`config.mk`:
```
export PLATFORM = sky130hd
export DESIGN_NAME = turn_signal_ctrl_flat
export DESIGN_NICKNAME = d
export VERILOG_FILES = /design/src/rtl/turn_signal_ctrl_pkg.sv /design/src/rtl/turn_signal_ctrl_if.sv /design/src/rtl/switch_debounce.sv /design/src/rtl/turn_signal_ctrl.sv /design/src/flat_wrapper.sv
export SDC_FILE = /design/constraint.sdc
export NUM_CORES = 1
export LEC_CHECK = 0
export ABC_AREA = 1
export BUFFER_PORTS_ARGS = -buffer_cell sky130_fd_sc_hd__buf_4
export CAP_MARGIN = 0
export CELL_PAD_IN_SITES_DETAIL_PLACEMENT = 0
export CELL_PAD_IN_SITES_GLOBAL_PLACEMENT = 1
export CORE_MARGIN = 1
export CORE_UTILIZATION = 50
export CTS_BUF_LIST = sky130_fd_sc_hd__clkbuf_8
export CTS_CLUSTER_DIAMETER = 200
export CTS_CLUSTER_SIZE = 14
export DETAILED_ROUTE_END_ITERATION = 8
export HOLD_SLACK_MARGIN = 0.03
export PLACE_DENSITY_LB_ADDON = 0.1
export SLEW_MARGIN = 10
export SYNTH_ARGS = -nofsm -noshare
export SYNTH_HDL_FRONTEND = slang
export SYNTH_SLANG_ARGS = --single-unit
```
`constraint.sdc`:
```
create_clock -name CLOCK -period 3.25 [get_ports CLOCK]
set_input_delay 0.65 -clock CLOCK [delete_from_list [all_inputs] [get_ports CLOCK]]
set_output_delay 0.65 -clock CLOCK [all_outputs]
set_load 0.005 [all_outputs]
```
`src/rtl/turn_signal_ctrl_pkg.sv`:
```
// turn_ctrl_pkg: shared defaults, contact indices and helpers for the
// turn-signal input conditioning block.
// Optional feature macro: TURN_AUTO_CANCEL_EN (see turn_signal_ctrl.sv).
package turn_ctrl_pkg;

  // Default configuration values
  localparam int unsigned DEF_DEBOUNCE_CYCLES   = 4;
  localparam int unsigned DEF_TICK_DIV          = 8;
  localparam int unsigned DEF_AUTO_CANCEL_STEPS = 32;

  // Contact positions inside the debouncer bank
  localparam int unsigned IDX_LEFT     = 0;
  localparam int unsigned IDX_RIGHT    = 1;
  localparam int unsigned IDX_HAZARD   = 2;
  localparam int unsigned NUM_CONTACTS = 3;

  // Registered request bundle presented to the lamp sequencer
  typedef struct packed {
    logic emergency;
    logic turn_left;
    logic turn_right;
  } lamp_req_t;

  // Bits needed for a counter that must hold values 0..max_val
  function automatic int unsigned cnt_width(input int unsigned max_val);
    return (max_val < 2) ? 1 : $clog2(max_val + 1);
  endfunction

endpackage

```
`src/rtl/turn_signal_ctrl_if.sv`:
```
// turn_signal_ctrl_if: raw driver contacts in, conditioned sequencer
// requests out. master = contact/sequencer side, slave = controller.
interface turn_signal_ctrl_if;
  logic STALK_LEFT_RAW;
  logic STALK_RIGHT_RAW;
  logic HAZARD_BTN_RAW;
  logic EMERGENCY;
  logic TURN_LEFT;
  logic TURN_RIGHT;
  logic STEP_TICK;

  modport master (
    output STALK_LEFT_RAW, STALK_RIGHT_RAW, HAZARD_BTN_RAW,
    input  EMERGENCY, TURN_LEFT, TURN_RIGHT, STEP_TICK
  );

  modport slave (
    input  STALK_LEFT_RAW, STALK_RIGHT_RAW, HAZARD_BTN_RAW,
    output EMERGENCY, TURN_LEFT, TURN_RIGHT, STEP_TICK
  );
endinterface

```
`src/rtl/switch_debounce.sv`:
```
// switch_debounce: 2-flop synchronizer followed by a stability counter.
// The debounced level flips only after DEBOUNCE_CYCLES consecutive
// synchronized samples that disagree with it.
module switch_debounce
  import turn_ctrl_pkg::*;
#(
  parameter int unsigned DEBOUNCE_CYCLES = DEF_DEBOUNCE_CYCLES
) (
  input  logic i_clk,
  input  logic i_rst_n,
  input  logic i_raw,
  output logic o_db
);

  localparam int unsigned W = cnt_width(DEBOUNCE_CYCLES - 1);
  localparam logic [W-1:0] LP_LAST = W'(DEBOUNCE_CYCLES - 1);

  logic         r_sync1;
  logic         r_sync2;
  logic         r_db;
  logic [W-1:0] r_cnt;

  // Synchronize the raw contact and qualify changes against the debounced level
  always_ff @(posedge i_clk or negedge i_rst_n) begin
    if (!i_rst_n) begin
      r_sync1 <= 1'b0;
      r_sync2 <= 1'b0;
      r_db    <= 1'b0;
      r_cnt   <= '0;
    end else begin
      r_sync1 <= i_raw;
      r_sync2 <= r_sync1;
      if (r_sync2 == r_db) begin
        r_cnt <= '0;
      end else if (r_cnt == LP_LAST) begin
        r_db  <= ~r_db;
        r_cnt <= '0;
      end else begin
        r_cnt <= r_cnt + 1'b1;
      end
    end
  end

  assign o_db = r_db;

endmodule

```
`src/rtl/turn_signal_ctrl.sv`:
```
// turn_signal_ctrl: conditions stalk and hazard contacts for the tail-lamp
// sequencer: debounce, hazard toggle latch, left/right conflict resolution,
// hazard priority and a free-running STEP_TICK divider.
// Optional feature macro: TURN_AUTO_CANCEL_EN -- cancels a turn request that
// has been held for AUTO_CANCEL_STEPS step ticks until the stalk is released.
module turn_signal_ctrl
  import turn_ctrl_pkg::*;
#(
  parameter int unsigned DEBOUNCE_CYCLES   = DEF_DEBOUNCE_CYCLES,
  parameter int unsigned TICK_DIV          = DEF_TICK_DIV,
  parameter int unsigned AUTO_CANCEL_STEPS = DEF_AUTO_CANCEL_STEPS
) (
  input  logic               CLOCK,
  input  logic               RESET_N,
  turn_signal_ctrl_if.slave  bus
);

  localparam int unsigned DW = cnt_width(TICK_DIV - 1);
  localparam logic [DW-1:0] LP_DIV_LAST = DW'(TICK_DIV - 1);

  logic [NUM_CONTACTS-1:0] w_raw;
  logic [NUM_CONTACTS-1:0] w_db;
  logic                    w_haz_rise;
  logic                    w_haz_next;
  logic [1:0]              w_req;
  logic [1:0]              w_cancel;
  logic [DW-1:0]           w_div_next;
  lamp_req_t               w_next;

  logic                    r_haz_db_d;
  logic                    r_hazard;
  logic [1:0]              r_turn;
  logic [DW-1:0]           r_div;
  logic                    r_tick;

  assign w_raw[IDX_LEFT]   = bus.STALK_LEFT_RAW;
  assign w_raw[IDX_RIGHT]  = bus.STALK_RIGHT_RAW;
  assign w_raw[IDX_HAZARD] = bus.HAZARD_BTN_RAW;

  genvar gi;

  // One synchronizer/debouncer per contact
  generate
    for (gi = 0; gi < NUM_CONTACTS; gi++) begin : g_db
      switch_debounce #(
        .DEBOUNCE_CYCLES (DEBOUNCE_CYCLES)
      ) u_db (
        .i_clk   (CLOCK),
        .i_rst_n (RESET_N),
        .i_raw   (w_raw[gi]),
        .o_db    (w_db[gi])
      );
    end
  endgenerate

  // The latch toggles on the press edge only; holding or releasing does nothing.
  // Its next value is used for turn masking so both change on the same edge.
  assign w_haz_rise = w_db[IDX_HAZARD] & ~r_haz_db_d;
  assign w_haz_next = r_hazard ^ w_haz_rise;

  // Conflicting stalks cancel each other
  assign w_req[IDX_LEFT]  = w_db[IDX_LEFT]  & ~w_db[IDX_RIGHT];
  assign w_req[IDX_RIGHT] = w_db[IDX_RIGHT] & ~w_db[IDX_LEFT];

  assign w_div_next = (r_div == LP_DIV_LAST) ? '0 : r_div + 1'b1;

`ifdef TURN_AUTO_CANCEL_EN
  localparam int unsigned CW = cnt_width(AUTO_CANCEL_STEPS);
  localparam logic [CW-1:0] LP_CANCEL_LAST = CW'(AUTO_CANCEL_STEPS - 1);

  // Per-side step counter and sticky cancel flag
  generate
    for (gi = 0; gi < 2; gi++) begin : g_cancel
      logic [CW-1:0] r_cnt;
      logic          r_flag;
      logic          w_expire;

      assign w_expire     = r_turn[gi] & r_tick & ~w_haz_next & (r_cnt == LP_CANCEL_LAST);
      assign w_cancel[gi] = r_flag | w_expire;

      // Count ticks while the side is lit; flag stays set until the stalk drops
      always_ff @(posedge CLOCK or negedge RESET_N) begin
        if (!RESET_N) begin
          r_cnt  <= '0;
          r_flag <= 1'b0;
        end else begin
          if (!r_turn[gi] || w_haz_next) begin
            r_cnt <= '0;
          end else if (r_tick) begin
            r_cnt <= r_cnt + 1'b1;
          end
          if (!w_db[gi]) begin
            r_flag <= 1'b0;
          end else if (w_expire) begin
            r_flag <= 1'b1;
          end
        end
      end
    end
  endgenerate
`else
  // Cancel logic not built: AUTO_CANCEL_STEPS has no effect here
  assign w_cancel = (AUTO_CANCEL_STEPS > 0) ? 2'b00 : 2'b00;
`endif

  // Next request bundle with hazard priority
  always_comb begin
    w_next            = '0;
    w_next.emergency  = w_haz_next;
    w_next.turn_left  = w_req[IDX_LEFT]  & ~w_haz_next & ~w_cancel[IDX_LEFT];
    w_next.turn_right = w_req[IDX_RIGHT] & ~w_haz_next & ~w_cancel[IDX_RIGHT];
  end

  // Output registers, hazard latch and free-running step divider
  always_ff @(posedge CLOCK or negedge RESET_N) begin
    if (!RESET_N) begin
      r_haz_db_d <= 1'b0;
      r_hazard   <= 1'b0;
      r_turn     <= 2'b00;
      r_div      <= '0;
      r_tick     <= 1'b0;
    end else begin
      r_haz_db_d        <= w_db[IDX_HAZARD];
      r_hazard          <= w_next.emergency;
      r_turn[IDX_LEFT]  <= w_next.turn_left;
      r_turn[IDX_RIGHT] <= w_next.turn_right;
      r_div             <= w_div_next;
      r_tick            <= (w_div_next == LP_DIV_LAST);
    end
  end

  assign bus.EMERGENCY  = r_hazard;
  assign bus.TURN_LEFT  = r_turn[IDX_LEFT];
  assign bus.TURN_RIGHT = r_turn[IDX_RIGHT];
  assign bus.STEP_TICK  = r_tick;

endmodule

```
`src/flat_wrapper.sv`:
```
// flat-port wrapper written by rule: the top's interface ports become plain ports
module turn_signal_ctrl_flat import turn_ctrl_pkg::*;
#(
  parameter int unsigned DEBOUNCE_CYCLES   = DEF_DEBOUNCE_CYCLES,
  parameter int unsigned TICK_DIV          = DEF_TICK_DIV,
  parameter int unsigned AUTO_CANCEL_STEPS = DEF_AUTO_CANCEL_STEPS
)
  (CLOCK, RESET_N, bus_STALK_LEFT_RAW, bus_STALK_RIGHT_RAW, bus_HAZARD_BTN_RAW, bus_EMERGENCY, bus_TURN_LEFT, bus_TURN_RIGHT, bus_STEP_TICK);
  turn_signal_ctrl_if bus_i ();
  input  logic CLOCK;
  input  logic RESET_N;
  input wire logic [$bits(bus_i.STALK_LEFT_RAW)-1:0] bus_STALK_LEFT_RAW;
  input wire logic [$bits(bus_i.STALK_RIGHT_RAW)-1:0] bus_STALK_RIGHT_RAW;
  input wire logic [$bits(bus_i.HAZARD_BTN_RAW)-1:0] bus_HAZARD_BTN_RAW;
  output wire logic [$bits(bus_i.EMERGENCY)-1:0] bus_EMERGENCY;
  output wire logic [$bits(bus_i.TURN_LEFT)-1:0] bus_TURN_LEFT;
  output wire logic [$bits(bus_i.TURN_RIGHT)-1:0] bus_TURN_RIGHT;
  output wire logic [$bits(bus_i.STEP_TICK)-1:0] bus_STEP_TICK;
  assign bus_i.STALK_LEFT_RAW = bus_STALK_LEFT_RAW;
  assign bus_i.STALK_RIGHT_RAW = bus_STALK_RIGHT_RAW;
  assign bus_i.HAZARD_BTN_RAW = bus_HAZARD_BTN_RAW;
  assign bus_EMERGENCY = bus_i.EMERGENCY;
  assign bus_TURN_LEFT = bus_i.TURN_LEFT;
  assign bus_TURN_RIGHT = bus_i.TURN_RIGHT;
  assign bus_STEP_TICK = bus_i.STEP_TICK;
  turn_signal_ctrl #(.DEBOUNCE_CYCLES(DEBOUNCE_CYCLES), .TICK_DIV(TICK_DIV), .AUTO_CANCEL_STEPS(AUTO_CANCEL_STEPS)) u_core (.CLOCK(CLOCK), .RESET_N(RESET_N), .bus(bus_i));
endmodule
```
==> impl_table.tex, run 1 <==
\begin{tabular}{lr}
\hline
Metric & Value \\
\hline
\multicolumn{2}{l}{\textbf{Outcome}} \\
\quad Status & complete, no violations \\
\multicolumn{2}{l}{\textbf{Place}} \\
\quad Cell Area, Placed & 905 um2 \\
\quad Half-perimeter wire length after placement & 746 um \\
\quad Buffers added on ports & 8 \\
\quad Global placement routability congestion & 0.640 \\
\multicolumn{2}{l}{\textbf{Routing}} \\
\quad Met3 wire length & 39 um \\
\quad Wire length on met1 & 483 um \\
\quad Total via count after detailed routing & 465 \\
\quad Max layer used & met4 \\
\quad Met2 WL post-DR & 486 um \\
\quad DRT Pass-1 Iters & 4 \\
\quad Ratio of routed vias to standard cells & 4.79 \\
\quad Iter 0 DRT Violations & 6 \\
\quad Number of nets still failing antenna checks after routing & 0 \\
\quad Routed wire length per instance & 10.5 um \\
\quad DRC violations left & 0 \\
\quad Post-detailed-routing wire length & 1020 um \\
\multicolumn{2}{l}{\textbf{STA}} \\
\quad Final Hold Fails & 0 \\
\quad Count of pins over their slew limit & 0 \\
\quad Post-route minimum period & 1.43 ns \\
\quad Setup repair after global routing missed its margin & false \\
\quad Setup TNS Final & 0 ns \\
\quad Relative slew margins & 80.9\% \\
\quad Tcrit/Tclk final & 44.1\% \\
\quad Number of setup violations in the final report & 0 \\
\quad Setup skew after layout & 0.00481 ns \\
\quad Top achievable clock speed & 697 MHz \\
\quad Actual slew at the worst max-slew pin & 0.286 ns \\
\multicolumn{2}{l}{\textbf{CTS}} \\
\quad Resize count post-CTS & 0 \\
\quad Clock slew at the register clock pins of the worst setup and hold paths & 0.08 ns \\
\quad CTS Root Buffer Type & clkbuf\_8 \\
\quad Sinks on Clock Net & 23 \\
\quad H-tree levels & 1 \\
\quad Number of clock buffers inserted by TritonCTS & 3 \\
\quad CTS tree & built \\
\quad Post-CTS Hold Buffers & 0 \\
\quad Source-to-sink clock delay at the later pin of the worst-skew pair & 0.25 ns \\
\quad Number of buffers on the longest clock path & 2 \\
\quad Post-CTS setup buffer count & 0 \\
\multicolumn{2}{l}{\textbf{Power}} \\
\quad Share of power burned in the clock network & 22.8\% \\
\quad Internal power & 0.000524 W \\
\quad Switch share & 28.7\% \\
\quad Power density over cell area & 773 nW/um2 \\
\quad Comb power frac & 23.4\% \\
\quad Leakage & 0.508 nW \\
\quad Portion of total power attributed to sequential cells & 53.9\% \\
\quad Switch Pwr & 0.000211 W \\
\quad Largest voltage drop on the vdd net & 0.354 mV \\
\quad Total Power & 0.000735 W \\
\multicolumn{2}{l}{\textbf{Floorplan}} \\
\quad Site row count & 14 \\
\quad Total I/O pin count & 9 \\
\quad Total Die Area & 1820 um2 \\
\quad Starting Density & 54.1\% \\
\quad Chip height & 42.6 um \\
\quad Die width & 42.6 um \\
\quad Core region area & 1520 um2 \\
\multicolumn{2}{l}{\textbf{Worst setup path}} \\
\quad Maximum fanout count along the critical path & 3 \\
\quad Setup Crit Path Kind & reg2out \\
\quad Worst path required time & 2.60 ns \\
\quad Critical path buffer and inverter count & 1 \\
\quad Worst-path cell chain & buf\_4 \\
\quad Worst setup SP type & flop \\
\quad Critical path endpoint category & output port \\
\quad Longest individual stage delay on the worst path & 0.39 ns \\
\quad Critical path's top delay family & flip-flops \\
\quad Arrival time reported for the critical path endpoint & 0.78 ns \\
\quad Slowest cell on the critical path & dfrtp\_1 \\
\multicolumn{2}{l}{\textbf{Synthesis}} \\
\quad Leading post-synthesis cells by cell area & dfrtp\_1 (70\%), ha\_1 (7.6\%), inv\_1 (5.0\%), nand2\_1 (4.1\%), nor2\_1 (3.6\%) \\
\quad Syn nets & 79 \\
\quad Area share of the largest cell type after synthesis & 69.8\% \\
\quad Netlist cell types & 11 \\
\quad Post-synthesis instance area & 825 um2 \\
\quad Cells after Synth & 69 \\
\quad Average cell area after synthesis & 11.9 um2 \\
\quad Number of storage elements in the synthesis netlist & 23 \\
\quad Sequential fraction of the synthesis area & 69.8\% \\
\quad Dominant cell type by area after synthesis & dfrtp\_1 \\
\quad Main flop type after synthesis & dfrtp\_1 \\
\quad Most frequent cell after synthesis & dfrtp\_1 \\
\quad Count of synthesis-stage warnings from yosys & 0 \\
\quad Leading cell types by count after synthesis & dfrtp\_1 (23), inv\_1 (11), nand2\_1 (9), nor2\_1 (8), ha\_1 (5) \\
\quad Share of synthesized flip-flops with an asynchronous set or reset & 100\% \\
\quad Number of flops mapped to enable cells by yosys & 0 \\
\multicolumn{2}{l}{\textbf{Global routing}} \\
\quad Initial antenna violation count & 0 \\
\quad GRT Total Usage & 14.9\% \\
\quad Wire length of the first global-routing pass & 2000 um \\
\quad Leftover overflow at the end of global routing & 0 \\
\quad Via count of the first global-routing pass & 495 \\
\quad Maximum number of pins on one net before global-route repair & 24 \\
\multicolumn{2}{l}{\textbf{Layout}} \\
\quad Ant diodes & 0 \\
\quad Area added between synthesis and finish & 15.3\% \\
\quad Cell area after layout & 951 um2 \\
\quad Fraction of final layout cells with drive strength greater than 1 & 14.8\% \\
\quad Number of filler cells placed in the layout & 127 \\
\quad Number of nets in the layout & 92 \\
\multicolumn{2}{l}{\textbf{Min path}} \\
\quad Worst min path class & in2async \\
\multicolumn{2}{l}{\textbf{Run}} \\
\quad Count of max-cap constraint violations & 0 \\
\hline
\end{tabular}
[flip-flops by register name, indices dropped and copies added, names as in the netlist]
signal                    flops
u_core.bus.EMERGENCY          1
u_core.g_db.u_db.r_cnt        6
u_core.r_haz_db_d             1
u_core.g_db.u_db.r_sync2      3
u_core.r_turn                 2
u_core.r_div                  3
u_core.g_db.u_db.o_db         3
u_core.g_db.u_db.r_sync1      3
u_core.bus.STEP_TICK          1
[stage by stage]
step	hold slack [ns]	utilization (%)	std cells	worst slack [ns]
detailed placement	0.335	59.4	93	2.08
finish	0.272	62.4	97	1.82
global route	0.288	62.4	97	1.78
floorplan	0.331	-	69	2.16
CTS	0.275	62.4	97	1.81
global placement	0.333	59.4	93	2.10
[power groups by stage]
stage / clock [W] / combinational (W) / sequential [W]
floorplan: 0 / 0.000118 / 0.000396
global placement: 0 / 0.000167 / 0.000399
detailed placement: 0 / 0.000174 / 0.000402
CTS: 0.000174 / 0.000175 / 0.000396
global route: 0.000184 / 0.000208 / 0.000405
finish: 0.000167 / 0.000172 / 0.000396
[cells by family after synthesis]
logic type | synth area share [%]
and+or+nand+nor | 11.4
buffers and inverters | 5.01
DFF | 69.8
AOI/OAI and AO/OA | 3.03
adders and majority gates | 7.59
xor gates and xnor gates | 3.19
[path summary, 6_finish.rpt]
check                                       startpoint                            to  slack [ns]  cells after the start
max                               u_core.bus.EMERGENCY                 bus_EMERGENCY        1.82                      1
min                                            RESET_N  u_core.g_db[1].u_db.r_cnt[0]        0.27                      1
max reg2reg                            u_core.r_div[0]          u_core.bus.STEP_TICK        2.08                      4
min reg2reg                u_core.g_db[1].u_db.r_sync1   u_core.g_db[1].u_db.r_sync2        0.35                      0
max in group asynchronous                      RESET_N      u_core.g_db[1].u_db.o_db        2.75                      1
min in group CLOCK         u_core.g_db[1].u_db.r_sync1   u_core.g_db[1].u_db.r_sync2        0.35                      0
[routing by layer]
layer,up-vias,global-route usage (%)
li1,233,-
met1,220,19.4
met2,10,24.0
met3,2,2.59
met4,0,7.50
met5,-,0
[area by class of cell]
type / instances / area (um2) / share of cell area [%]
well taps: 16 / 20.0 / 2.11
clock inverters: 1 / 5.00 / 0.526
multi-input cells: 35 / 208 / 21.8
flip-flops and latches: 23 / 576 / 60.5
inverters: 11 / 41.3 / 4.34
clock buffers: 3 / 41.3 / 4.34
repair buffers: 8 / 60.1 / 6.32
[cells in the final DEF, fill, tap and decap left out, drive strengths merged]
cell type  instances
nand3              1
nor2               8
buf                8
nand2              9
a21oi              2
o21ai              3
clkinv             1
dfrtp             23
ha                 5
or2                4
inv               11
clkbuf             3
xnor2              3
Power figures use the tool's default switching activity.
==> inputs of run 2 (changes only) <==
CORE_UTILIZATION = 47   (was 50)
clock period = 1.45 ns   (was 3.25 ns; I/O delays follow)
==> run 2 against run 1 <==
Effect of this change:
- sequential share of layout area down 0.55 points
- flip-flop and latch count unchanged
- clock skew hardly changed
- clock power rose by 120%
- critical path type is now reg2reg
- non-clock buffer count increased by 1
- core utilization decreased by 1.5 points
- combinational power is 120% higher
- register-to-register slack lost 1.8 ns
- routed wire length is 5.1% lower
- clock-buffer cell count unchanged
- die area is 6.1% higher
==> impl_table.tex, run 2 (synthesis results as in run 1) <==
\begin{tabular}{lr}
\hline
Metric & Value \\
\hline
\multicolumn{2}{l}{\textbf{Min path}} \\
\quad Worst hold stages & 1 \\
\quad Hold path start & bus\_HAZARD\_BTN\_RAW \\
\quad Worst min path class & in2reg \\
\quad Hold Path Sink & u\_core.g\_db[2].u\_db.r\_sync1 \\
\multicolumn{2}{l}{\textbf{CTS}} \\
\quad Number of buffers on the longest clock path & 2 \\
\quad Source-to-sink clock delay at the later pin of the worst-skew pair & 0.25 ns \\
\quad Number of clock buffers inserted by TritonCTS & 3 \\
\quad CTS tree & built \\
\quad CTS Root Buffer Type & clkbuf\_8 \\
\quad Sinks on Clock Net & 23 \\
\quad H-tree levels & 1 \\
\quad Clock slew at the register clock pins of the worst setup and hold paths & 0.07 ns \\
\quad Post-CTS setup buffer count & 0 \\
\quad Resize count post-CTS & 0 \\
\quad Post-CTS Hold Buffers & 1 \\
\multicolumn{2}{l}{\textbf{Global routing}} \\
\quad Wire length of the first global-routing pass & 1690 um \\
\quad Via count of the first global-routing pass & 421 \\
\quad GRT Total Usage & 12.8\% \\
\quad Leftover overflow at the end of global routing & 0 \\
\quad Maximum number of pins on one net before global-route repair & 24 \\
\quad Initial antenna violation count & 0 \\
\multicolumn{2}{l}{\textbf{STA}} \\
\quad Setup repair after global routing missed its margin & false \\
\quad Count of pins over their slew limit & 0 \\
\quad Post-route minimum period & 1.15 ns \\
\quad Number of setup violations in the final report & 0 \\
\quad Setup TNS Final & 0 ns \\
\quad Top achievable clock speed & 867 MHz \\
\quad Final Hold Fails & 0 \\
\quad Setup skew after layout & 0.00460 ns \\
\quad Actual slew at the worst max-slew pin & 0.274 ns \\
\quad Relative slew margins & 81.7\% \\
\quad Tcrit/Tclk final & 79.6\% \\
\multicolumn{2}{l}{\textbf{Floorplan}} \\
\quad Total Die Area & 1930 um2 \\
\quad Total I/O pin count & 9 \\
\quad Starting Density & 52.3\% \\
\quad Core region area & 1580 um2 \\
\quad Chip height & 43.9 um \\
\quad Site row count & 14 \\
\quad Die width & 43.9 um \\
\multicolumn{2}{l}{\textbf{Worst setup path}} \\
\quad Capturing point of the worst reg2reg path & u\_core.bus.STEP\_TICK \\
\quad Setup slack on the worst flop-to-flop path & 0.30 ns \\
\quad Maximum fanout count along the critical path & 2 \\
\quad FF-to-FF path depth & 4 \\
\quad Worst setup SP type & flop \\
\quad Setup Crit Path Kind & reg2reg \\
\quad Worst path required time & 1.64 ns \\
\quad Critical path endpoint category & flop \\
\quad Start of the worst register-to-register path & u\_core.r\_div[0] \\
\quad Arrival time reported for the critical path endpoint & 1.35 ns \\
\multicolumn{2}{l}{\textbf{Outcome}} \\
\quad Status & complete, no violations \\
\multicolumn{2}{l}{\textbf{Routing}} \\
\quad Ratio of routed vias to standard cells & 4.71 \\
\quad Number of nets still failing antenna checks after routing & 0 \\
\quad Total via count after detailed routing & 462 \\
\quad DRC violations left & 0 \\
\quad Post-detailed-routing wire length & 964 um \\
\quad Iter 0 DRT Violations & 0 \\
\quad DRT Pass-1 Iters & 1 \\
\quad Routed wire length per instance & 9.84 um \\
\multicolumn{2}{l}{\textbf{Place}} \\
\quad Buffers added on ports & 8 \\
\quad Global placement routability congestion & 0.662 \\
\quad Half-perimeter wire length after placement & 668 um \\
\multicolumn{2}{l}{\textbf{Power}} \\
\quad Comb power frac & 23.2\% \\
\quad Power density over cell area & 1690 nW/um2 \\
\quad Switch share & 27.9\% \\
\quad Internal power & 0.00117 W \\
\quad Largest voltage drop on the vdd net & 0.902 mV \\
\quad Leakage & 0.513 nW \\
\quad Total Power & 0.00162 W \\
\quad Share of power burned in the clock network & 22.4\% \\
\quad Switch Pwr & 0.000452 W \\
\quad Portion of total power attributed to sequential cells & 54.4\% \\
\multicolumn{2}{l}{\textbf{Layout}} \\
\quad Fraction of final layout cells with drive strength greater than 1 & 13.4\% \\
\quad Most common cell after layout, fill and taps aside & dfrtp\_1 \\
\quad Ant diodes & 0 \\
\quad Most frequent cells in the layout & dfrtp\_1 (23), inv\_1 (12), nand2\_1 (9), nor2\_1 (8), buf\_4 (8) \\
\quad Area added between synthesis and finish & 16.4\% \\
\quad Number of flip-flops under the largest register name & 6 \\
\quad Number of nets in the layout & 93 \\
\quad Reg with most FFs & u\_core.g\_db.u\_db.r\_cnt \\
\multicolumn{2}{l}{\textbf{Run}} \\
\quad Count of max-cap constraint violations & 0 \\
\hline
\end{tabular}
==> run 2: final cells by class <==
type | count | area, um2
Fill cell | 135 | 617
Sequential cell | 23 | 576
Multi-Input combinational cell | 35 | 208
Timing Repair Buffer | 9 | 70.1
Clock buffer | 3 | 41.3
Inverter | 11 | 41.3
Tap cell | 16 | 20.0
Clock inverter | 1 | 3.75
==> run 2: critical path: stages (launching register included) <==
cell,delay (ns)
dfrtp_1,0.38
ha_1,0.20
ha_1,0.19
or2_1,0.24
nor2_1,0.08
==> run 2: power groups by stage <==
stage          Combinational, W  Sequential [W]  Clock (W)
2_1_floorplan          0.000264        0.000887          0
6_report               0.000377        0.000883   0.000364
3_3_place_gp           0.000375        0.000893          0
5_1_grt                0.000451        0.000903   0.000406
3_5_place_dp           0.000379        0.000899          0
4_1_cts                0.000384        0.000886   0.000381
==> run 2: worst max-delay path by stage <==
stage	cells after the start	slack, ns	from	end
6_report	4	0.30	u_core.r_div[0]	u_core.bus.STEP_TICK
5_1_grt	4	0.24	u_core.r_div[0]	u_core.bus.STEP_TICK
4_1_cts	4	0.30	u_core.r_div[0]	u_core.bus.STEP_TICK
3_5_place_dp	4	0.30	u_core.r_div[0]	u_core.bus.STEP_TICK
3_3_place_gp	4	0.34	u_core.r_div[0]	u_core.bus.STEP_TICK
2_1_floorplan	4	0.36	u_core.r_div[0]	u_core.bus.STEP_TICK
==> run 2: routing by layer <==
metal | GRT usage [%] | part of all wire [%]
met4 | 9.09 | 2.0
met2 | 20.3 | 45
met1 | 15.5 | 49
met5 | 0 | 0
met3 | 2.50 | 3.9
==> run 2: through the flow <==
step | cells | hold slack, ns | cell area, um2 | setup slack [ns] | util, %
after detailed placement | 93 | 0.194 | 905 | 0.305 | 57.4
after CTS | 98 | 0.130 | 960 | 0.297 | 60.9
after floorplan | 69 | -0.00559 | 825 | 0.359 | -
final | 98 | 0.135 | 960 | 0.297 | 60.9
after global routing | 98 | 0.125 | 960 | 0.243 | 60.9
after global placement | 93 | 0.193 | 905 | 0.342 | 57.4
==> inputs of run 3 (changes only) <==
ABC_AREA = 0   (was 1)
CORE_UTILIZATION = 49   (was 47)
clock period = 1.16 ns   (was 1.45 ns; I/O delays follow)
==> run 3 against run 2 <==
Effect of this change:
- area after synthesis decreased by 2.3%
- via count decreased by 15%
- hold slack got worse by 0.053 ns
- cell count decreased by 21%
- clock power increased by 26%
- critical path type unchanged
- critical endpoint unchanged
==> impl_table.tex, run 3 <==
\begin{tabular}{lr}
\hline
Metric & Value \\
\hline
\multicolumn{2}{l}{\textbf{Routing}} \\
\quad Ratio of routed vias to standard cells & 5.08 \\
\quad DRT Pass-1 Iters & 4 \\
\quad Routed wire length per instance & 13.6 um \\
\quad DRC violations left & 0 \\
\quad Post-detailed-routing wire length & 1050 um \\
\quad Iter 0 DRT Violations & 2 \\
\quad Total via count after detailed routing & 391 \\
\quad Number of nets still failing antenna checks after routing & 0 \\
\multicolumn{2}{l}{\textbf{Synthesis}} \\
\quad Leading cell types by count after synthesis & dfrtp\_1 (23), ha\_1 (5), nor2b\_1 (3), nor3b\_2 (3) \\
\quad Dominant cell type by area after synthesis & dfrtp\_1 \\
\quad Number of storage elements in the synthesis netlist & 23 \\
\quad Main flop type after synthesis & dfrtp\_1 \\
\quad Sequential fraction of the synthesis area & 71.4\% \\
\quad Syn nets & 57 \\
\quad Netlist cell types & 14 \\
\quad Share of synthesized flip-flops with an asynchronous set or reset & 100\% \\
\quad Cells after Synth & 47 \\
\quad Count of synthesis-stage warnings from yosys & 0 \\
\quad Post-synthesis instance area & 806 um2 \\
\quad Leading post-synthesis cells by cell area & dfrtp\_1 (71\%), ha\_1 (7.8\%), nor3b\_2 (4.7\%), mux2\_2 (2.8\%), nor2b\_1 (2.3\%) \\
\quad Most frequent cell after synthesis & dfrtp\_1 \\
\quad Area share of the largest cell type after synthesis & 71.4\% \\
\quad Number of flops mapped to enable cells by yosys & 0 \\
\quad Average cell area after synthesis & 17.1 um2 \\
\multicolumn{2}{l}{\textbf{STA}} \\
\quad Setup TNS Final & 0 ns \\
\quad Post-route minimum period & 1.12 ns \\
\quad Number of setup violations in the final report & 0 \\
\quad Fin Hold WS & 0.0821 ns \\
\quad Actual slew at the worst max-slew pin & 0.272 ns \\
\quad Count of pins over their slew limit & 0 \\
\quad Relative slew margins & 81.9\% \\
\quad Final Hold Fails & 0 \\
\quad Top achievable clock speed & 889 MHz \\
\quad Setup skew after layout & 0.000719 ns \\
\quad Tcrit/Tclk final & 97.0\% \\
\quad Setup repair after global routing missed its margin & false \\
\multicolumn{2}{l}{\textbf{Layout}} \\
\quad Most common cell after layout, fill and taps aside & dfrtp\_1 \\
\quad Number of nets in the layout & 72 \\
\quad Cell area after layout & 961 um2 \\
\quad Most frequent cells in the layout & dfrtp\_1 (23), buf\_4 (9) \\
\quad Reg with most FFs & u\_core.g\_db.u\_db.r\_cnt \\
\quad Ant diodes & 0 \\
\quad Final standard cell utilization of the core & 63.1\% \\
\quad Area added between synthesis and finish & 19.3\% \\
\quad Number of flip-flops under the largest register name & 6 \\
\quad Fraction of final layout cells with drive strength greater than 1 & 37.7\% \\
\multicolumn{2}{l}{\textbf{Worst setup path}} \\
\quad Capturing point of the worst reg2reg path & u\_core.bus.STEP\_TICK \\
\quad Slowest cell on the critical path & dfrtp\_1 \\
\quad Longest individual stage delay on the worst path & 0.40 ns \\
\quad Critical path's top delay family & adder cells \\
\quad Arrival time reported for the critical path endpoint & 1.32 ns \\
\quad Worst-path cell chain & ha\_2 -> ha\_2 -> and3\_4 \\
\quad Maximum fanout count along the critical path & 2 \\
\quad FF-to-FF path depth & 3 \\
\quad Critical path buffer and inverter count & 0 \\
\quad Critical path launch point & u\_core.r\_div[0] \\
\quad Setup slack on the worst flop-to-flop path & 0.04 ns \\
\quad Start of the worst register-to-register path & u\_core.r\_div[0] \\
\quad Setup Crit Path Kind & reg2reg \\
\quad Termination of the worst setup path & u\_core.bus.STEP\_TICK \\
\quad Number of cells on the critical path & 3 \\
\quad Library cell appearing most often on the critical path & ha\_2 \\
\quad Critical path endpoint category & flop \\
\quad Worst setup SP type & flop \\
\quad Worst path required time & 1.36 ns \\
\multicolumn{2}{l}{\textbf{CTS}} \\
\quad Source-to-sink clock delay at the later pin of the worst-skew pair & 0.25 ns \\
\quad H-tree levels & 1 \\
\quad Clock slew at the register clock pins of the worst setup and hold paths & 0.07 ns \\
\quad CTS Root Buffer Type & clkbuf\_8 \\
\quad CTS tree & built \\
\quad Sinks on Clock Net & 23 \\
\quad Number of buffers on the longest clock path & 2 \\
\quad Number of clock buffers inserted by TritonCTS & 3 \\
\multicolumn{2}{l}{\textbf{Floorplan}} \\
\quad Total Die Area & 1810 um2 \\
\quad Total I/O pin count & 9 \\
\quad Core region area & 1520 um2 \\
\quad Site row count & 14 \\
\quad Chip height & 42.6 um \\
\quad Die width & 42.6 um \\
\quad Starting Density & 52.9\% \\
\multicolumn{2}{l}{\textbf{Global routing}} \\
\quad Leftover overflow at the end of global routing & 0 \\
\quad Initial antenna violation count & 0 \\
\quad Wire length of the first global-routing pass & 1830 um \\
\quad GRT Total Usage & 14.2\% \\
\quad Maximum number of pins on one net before global-route repair & 24 \\
\quad Via count of the first global-routing pass & 432 \\
\multicolumn{2}{l}{\textbf{Power}} \\
\quad Largest voltage drop on the vdd net & 1.16 mV \\
\quad Power density over cell area & 2240 nW/um2 \\
\quad Total Power & 0.00215 W \\
\quad Leakage & 0.463 nW \\
\multicolumn{2}{l}{\textbf{Place}} \\
\quad Global placement routability congestion & 0.608 \\
\quad Half-perimeter wire length after placement & 750 um \\
\quad Cell Area, Placed & 886 um2 \\
\quad Buffers added on ports & 8 \\
\multicolumn{2}{l}{\textbf{Run}} \\
\quad Count of max-cap constraint violations & 0 \\
\multicolumn{2}{l}{\textbf{Min path}} \\
\quad Worst min path class & in2reg \\
\multicolumn{2}{l}{\textbf{Outcome}} \\
\quad Status & complete, no violations \\
\hline
\end{tabular}
run 3: where the power goes:
| part | total (W) | switching [W] | internal (W) |
|---|---|---|---|
| logic | 0.000521 | 0.000202 | 0.000319 |
| clock network | 0.000458 | 0.000223 | 0.000235 |
| registers | 0.00117 | 0.000152 | 0.00102 |
run 3: cell type report:
type / instances / area, um2
flip-flops and latches: 23 / 576
fillers: 118 / 563
multi-input cells: 24 / 243
well taps: 16 / 20.0
repair buffers: 10 / 77.6
clock buffers: 3 / 41.3
clock inverters: 1 / 3.75
run 3: worst min path at each step:
| stage | cells after the start | from | to |
|---|---|---|---|
| floorplan | 0 | RESET_N | u_core.bus.EMERGENCY |
| global placement | 1 | RESET_N | u_core.g_db[1].u_db.r_cnt[0] |
| detailed placement | 1 | RESET_N | u_core.bus.EMERGENCY |
| CTS | 1 | bus_HAZARD_BTN_RAW | u_core.g_db[2].u_db.r_sync1 |
| global route | 1 | bus_HAZARD_BTN_RAW | u_core.g_db[2].u_db.r_sync1 |
| finish | 1 | bus_HAZARD_BTN_RAW | u_core.g_db[2].u_db.r_sync1 |
run 3: per-layer routing:
metal | track usage, % | part of all wire, % | vias up
met1 | 17.8 | 42 | 196
met4 | 5.63 | 0 | 0
met2 | 23.4 | 53 | 12
met5 | 0 | 0 | -
met3 | 3.88 | 5.0 | 0
li1 | - | - | 183
run 3: timing repair:
action                                  CTS  global route
hold endpoints to repair                 23             0
gates resized for setup                   0             4
hold buffers                              1             0
endpoints found under the setup margin    0             1
setup buffers                             0             1
run 3: metrics by stage:
step                      std cells  setup slack (ns)
after floorplan                  47            0.0914
after global placement           71            0.0817
after detailed placement         71            0.0213
after CTS                        76           0.00536
after global routing             77           0.00710
final                            77            0.0351
run 3: cells by family (layout without fill, tap and decap cells):
| group | Yosys count | after routing | synth area share, % |
|---|---|---|---|
| XOR/XNOR | 4 | 4 | 5.28 |
| adder cells (fa/ha/maj) | 5 | 5 | 7.76 |
| buffers and inverters | 0 | 14 | 0 |
| flip-flops | 23 | 23 | 71.4 |
| multiplexers | 3 | 3 | 4.19 |
| AND/OR/NAND/NOR | 12 | 12 | 11.3 |
